===== src/rtl/serial_tx.sv =====
`timescale 1ns/1ps
// serial_tx: framed parallel-to-serial transmitter.
// Accepts one word on a valid/ready handshake and sends a low start bit,
// DATA_W data bits LSB first and a high stop bit on tx_out. Each line bit
// is held for CLKS_PER_BIT clocks. All outputs come straight from flops.
module serial_tx #(
    parameter int DATA_W       = 8,
    parameter int CLKS_PER_BIT = 4
) (
    input  logic              clk,
    input  logic              rst,
    input  logic              tx_valid,
    input  logic [DATA_W-1:0] tx_data,
    output logic              tx_ready,
    output logic              tx_out,
    output logic              busy
);

    localparam int BAUD_W = (CLKS_PER_BIT > 1) ? $clog2(CLKS_PER_BIT) : 1;
    localparam int BIT_W  = (DATA_W > 1) ? $clog2(DATA_W) : 1;
    localparam logic [BAUD_W-1:0] BAUD_MAX = BAUD_W'(CLKS_PER_BIT - 1);
    localparam logic [BIT_W-1:0]  BIT_MAX  = BIT_W'(DATA_W - 1);

    typedef enum logic [1:0] {
        IDLE  = 2'd0,
        START = 2'd1,
        DATA  = 2'd2,
        STOP  = 2'd3
    } state_e;

    state_e              state_q, state_d;
    logic [DATA_W-1:0]   shift_q, shift_d;
    logic [BIT_W-1:0]    bit_cnt_q, bit_cnt_d;
    logic [BAUD_W-1:0]   baud_q, baud_d;
    logic                tx_out_q, tx_out_d;
    logic                ready_q, ready_d;
    logic                busy_q, busy_d;

    // Last cycle of the current line bit; with one clock per bit this is
    // every cycle because BAUD_MAX is zero and the counter never moves.
    logic                bit_end;
    logic [DATA_W-1:0]   shift_nx;

    assign bit_end  = (baud_q == BAUD_MAX);
    assign shift_nx = shift_q >> 1;

    assign tx_ready = ready_q;
    assign tx_out   = tx_out_q;
    assign busy     = busy_q;

    // State and datapath registers; reset aborts any frame immediately.
    always_ff @(posedge clk or negedge rst) begin
        if (!rst) begin
            state_q   <= IDLE;
            shift_q   <= '0;
            bit_cnt_q <= '0;
            baud_q    <= '0;
            tx_out_q  <= 1'b1;
            ready_q   <= 1'b1;
            busy_q    <= 1'b0;
        end else begin
            state_q   <= state_d;
            shift_q   <= shift_d;
            bit_cnt_q <= bit_cnt_d;
            baud_q    <= baud_d;
            tx_out_q  <= tx_out_d;
            ready_q   <= ready_d;
            busy_q    <= busy_d;
        end
    end

    // Next-state and next-output logic; outputs are computed one cycle
    // ahead so the line changes on the edge that enters each bit.
    always_comb begin
        state_d   = state_q;
        shift_d   = shift_q;
        bit_cnt_d = bit_cnt_q;
        baud_d    = baud_q;
        tx_out_d  = tx_out_q;
        ready_d   = ready_q;
        busy_d    = busy_q;

        case (state_q)
            IDLE: begin
                tx_out_d = 1'b1;
                ready_d  = 1'b1;
                busy_d   = 1'b0;
                if (tx_valid && ready_q) begin
                    shift_d  = tx_data;
                    baud_d   = '0;
                    state_d  = START;
                    ready_d  = 1'b0;
                    busy_d   = 1'b1;
                    tx_out_d = 1'b0;
                end
            end

            START: begin
                if (bit_end) begin
                    baud_d    = '0;
                    bit_cnt_d = '0;
                    tx_out_d  = shift_q[0];
                    state_d   = DATA;
                end else begin
                    baud_d = baud_q + 1'b1;
                end
            end

            DATA: begin
                if (bit_end) begin
                    baud_d = '0;
                    if (bit_cnt_q == BIT_MAX) begin
                        tx_out_d = 1'b1;
                        state_d  = STOP;
                    end else begin
                        // Shift once per bit period; the new LSB is the
                        // next bit to put on the line.
                        shift_d   = shift_nx;
                        tx_out_d  = shift_nx[0];
                        bit_cnt_d = bit_cnt_q + 1'b1;
                    end
                end else begin
                    baud_d = baud_q + 1'b1;
                end
            end

            STOP: begin
                if (bit_end) begin
                    baud_d   = '0;
                    tx_out_d = 1'b1;
                    ready_d  = 1'b1;
                    busy_d   = 1'b0;
                    state_d  = IDLE;
                end else begin
                    baud_d = baud_q + 1'b1;
                end
            end

            default: begin
                state_d  = IDLE;
                tx_out_d = 1'b1;
                ready_d  = 1'b1;
                busy_d   = 1'b0;
            end
        endcase
    end

endmodule

===== config.mk =====
export PLATFORM = sky130hd
export DESIGN_NAME = serial_tx
export DESIGN_NICKNAME = d
export VERILOG_FILES = /design/src/rtl/serial_tx.sv
export SDC_FILE = /design/constraint.sdc
export NUM_CORES = 1
export LEC_CHECK = 0
export BUFFER_PORTS_ARGS = -buffer_cell sky130_fd_sc_hd__buf_4
export CORE_AREA = 3 3 49 51
export DETAILED_ROUTE_END_ITERATION = 12
export DIE_AREA = 0 0 52 54
export PLACE_DENSITY = 0.7
export RECOVER_POWER = 25
export SLEW_MARGIN = 15
export SYNTH_ARGS = -nofsm -noshare
export SYNTH_HDL_FRONTEND = slang
export SYNTH_SLANG_ARGS = --single-unit

===== constraint.sdc =====
create_clock -name clk -period 2.3 [get_ports clk]
set_clock_uncertainty 0.15 [all_clocks]
set_input_delay 0.345 -clock clk [delete_from_list [all_inputs] [get_ports clk]]
set_output_delay 0.345 -clock clk [all_outputs]
set_load 0.01 [all_outputs]

==> flow_summary.yaml <==
run_status:
  status: "complete, no violations"
synth:
  sequential_to_total_area_share_from_yosys_stat_pct: 44.8
  syn_area_um2: 1010
  netlist-cell-type-count: 24
  synthMostInstantiatedCell: "sky130_fd_sc_hd__dfrtp_1"
  ys_top_cells_by_count: "sky130_fd_sc_hd__dfrtp_1, sky130_fd_sc_hd__mux2_2, sky130_fd_sc_hd__ha_1, sky130_fd_sc_hd__o21ai_0, sky130_fd_sc_hd__inv_1"
  yosysTopAreaCell: "sky130_fd_sc_hd__dfrtp_1"
  mappedNetlistNets: 107
  avgSynthCellArea_um2: 11.5
  synth_enable_flop_cells: 0
  most_common_flop_cell_mapped_by_yosys: "sky130_fd_sc_hd__dfrtp_1"
  ys_async_sr_fraction_pct: 100
  synthDominantCellAreaShare_pct: 39.6
  ys_warnings: 0
  most_area_consuming_cells_after_synthesis: "sky130_fd_sc_hd__dfrtp_1, sky130_fd_sc_hd__mux2_2, sky130_fd_sc_hd__ha_1"
  postSynthCellCount: 88
  synth_seq_cells: 18
power:
  cellPowerDensity_nw_per_um2: 1490
  worst_ir_drop_vdd_uv: 997
  leakage_nw: 0.518
clock_tree:
  cts-resized-gates: 0
  clk_latency_worst_skew_pair_ns: 0.30
  ctsLongestPathBuffers: 2
  post_cts.repair.setup_buffers: 0
  clkSlewWorstSetupHoldPaths_ns: 0.11
  clock_sink_count: 18
  tritoncts: "done"
  clock_tree.htree_level_count: 1
  numCtsBuffers: 3
  clk_root_buffer_cell: "sky130_fd_sc_hd__clkbuf_4"
sta:
  layout_worst_path_cycle_share_pct: 96.3
  fin_tns_setup_ns: 0
  worst_slew_pin_slew_ns: 0.998
  report.final.hold_viol_count: 0
  maxClockFrequency_ghz: 0.452
  worst_slew_margin_rel_pct: 33.5
  setup_viol: 0
  hold_slack_ns: 0.147
  maxSlewViolCount: 0
  grt_setup_unrepaired: "false"
  finalWorstPathRequiredPeriod_ns: 2.21
placement:
  io_buffer_count: 13
  hpwl_dp_um: 1380
  routabilityCongestion: 0.754
routing:
  wire_per_inst_um: 14.3
  dr_total_vias: 696
  detailedRoute.firstPassIterationCount: 4
  post_drt_via_cell_ratio: 5.31
  totalWireLength_um: 1870
  antenna_violating_nets_post_route: 0
  drt_drc_violations_left: 0
  violation_count_after_the_first_detailed_route_iteration: 7
layout:
  syn2layout_area_growth_pct: 15.7
  fin_nets: 124
  num-fill-cells: 181
  finalCoreUtilization_pct: 59.0
  antennaDiodeCount: 0
  layout-drive-gt1-share_pct: 36.5
critical_path:
  timing.reg2reg.setup_slack_ns: 0.09
  worst-path-max-fanout: 8
  cp_data_arrival_time_ns: 2.26
  worst-endpoint-required_ns: 2.35
  start_kind: "flop"
  critical_path.endpoint_type: "flop"
  timing.setup.critical_path_class: "reg -> reg"
global_route:
  grt_start_max_net_pins: 19
  gr-usage-all-layers_pct: 15.7
  first_global_vias: 720
  grt_antenna_before_repair: 0
  grt_overflow: 0
  grt_pass1_wl_um: 3110
run:
  drv_cap: 0
hold_path:
  hold_class: "in -> reg"
floorplan:
  placementRows: 16
  die_width_um: 52
  placeableCoreArea_um2: 1980
  number_of_ports_placed_on_the_die_boundary: 14
  initial_core_util_pct: 51.0
  dieArea_um2: 2810
  floorplan.die.height_um: 54
-- cells in the final DEF (no fill, tap or decap), types with 3 or more instances in the layout --
cell type and n:
sky130_fd_sc_hd__nor2_1 3, sky130_fd_sc_hd__dfrtp_1 16, sky130_fd_sc_hd__clkbuf_4 3, sky130_fd_sc_hd__inv_1 7, sky130_fd_sc_hd__ha_1 8, sky130_fd_sc_hd__mux2_2 14
sky130_fd_sc_hd__buf_4 14, sky130_fd_sc_hd__o21ai_0 8, sky130_fd_sc_hd__a21oi_1 4, sky130_fd_sc_hd__nand2_1 5
-- through the flow --
| stage | power, W | instance area [µm²] | std cells | setup slack [ns] |
|---|---|---|---|---|
| floorplan | 0.00134 | 1010 | 88 | 0.242 |
| global placement | 0.00153 | 1140 | 126 | 0.142 |
| detailed placement | 0.00159 | 1140 | 126 | 0.0710 |
| CTS | 0.00176 | 1170 | 131 | 0.0586 |
| global route | 0.00189 | 1170 | 131 | 0.00408 |
| finish | 0.00175 | 1170 | 131 | 0.0859 |
-- critical path, cell delays in order (launching register included) --
cell and delay (ns):
sky130_fd_sc_hd__dfrtp_1 0.42, sky130_fd_sc_hd__ha_1 0.23, sky130_fd_sc_hd__ha_1 0.25, sky130_fd_sc_hd__nand2b_2 0.23
sky130_fd_sc_hd__a211oi_4 0.44, sky130_fd_sc_hd__mux2_2 0.40
-- layout make-up --
class                           count  area, µm²  share of cell area, %
Multi-Input combinational cell     59        512                   43.7
Inverter                            7       26.3                   2.25
Sequential cell                    18        453                   38.7
Clock buffer                        4       26.3                   2.25
Tap cell                           27       33.8                   2.89
Timing Repair Buffer               16        119                   10.2
-- power by group --
part,leakage [nW],switching [W],total (W),internal [W]
registers,0.209,0.000112,0.000607,0.000495
logic,0.294,0.000465,0.000970,0.000505
clock network,0.0150,0.000104,0.000172,0.0000677
total,0.518,0.000681,0.00175,0.00107
-- cell families after synthesis --
kind of cell / after synthesis / share of synthesized area, %
AO/OA/AOI/OAI: 23 / 16.6
adder cells (fa/ha/maj): 8 / 9.90
buffers and inverters: 11 / 4.58
flip-flops: 18 / 44.8
multiplexers: 16 / 17.8
AND/OR/NAND/NOR: 12 / 6.31
-- flip-flops by register name (all words and copies together), names as in the netlist --
name	cells
bit_cnt_q	3
tx_ready	1
baud_q	2
state_q	2
shift_q	8
busy	1
tx_out	1
-- layer usage --
layer	part of all wire [%]	GRT usage (%)	vias up
met1	46	17.3	328
met3	5.7	4.71	4
li1	-	-	345
met2	47	28.0	19
met5	0	0	-
met4	1.9	6.55	0
-- worst paths after layout --
| path | start | to | cells after the start |
|---|---|---|---|
| worst max-delay path | bit_cnt_q[0]$_DFFE_PN0P_ | shift_q[3]$_DFFE_PN0P_ | 5 |
| worst min-delay path | tx_data[7] | shift_q[7]$_DFFE_PN0P_ | 3 |
| worst max register to register | bit_cnt_q[0]$_DFFE_PN0P_ | shift_q[3]$_DFFE_PN0P_ | 5 |
| worst min register to register | shift_q[6]$_DFFE_PN0P_ | shift_q[6]$_DFFE_PN0P_ | 1 |
| max in group asynchronous | rst | busy$_DFFE_PN0P_ | 2 |
| min in group asynchronous | rst | shift_q[6]$_DFFE_PN0P_ | 2 |
-- timing repair --
item / CTS / global route
setup endpoints to repair: 0 / 5
hold endpoints to repair: 16 / 0
hold buffers: 1 / 0
Note: power is estimated with default switching activity, not from simulation.
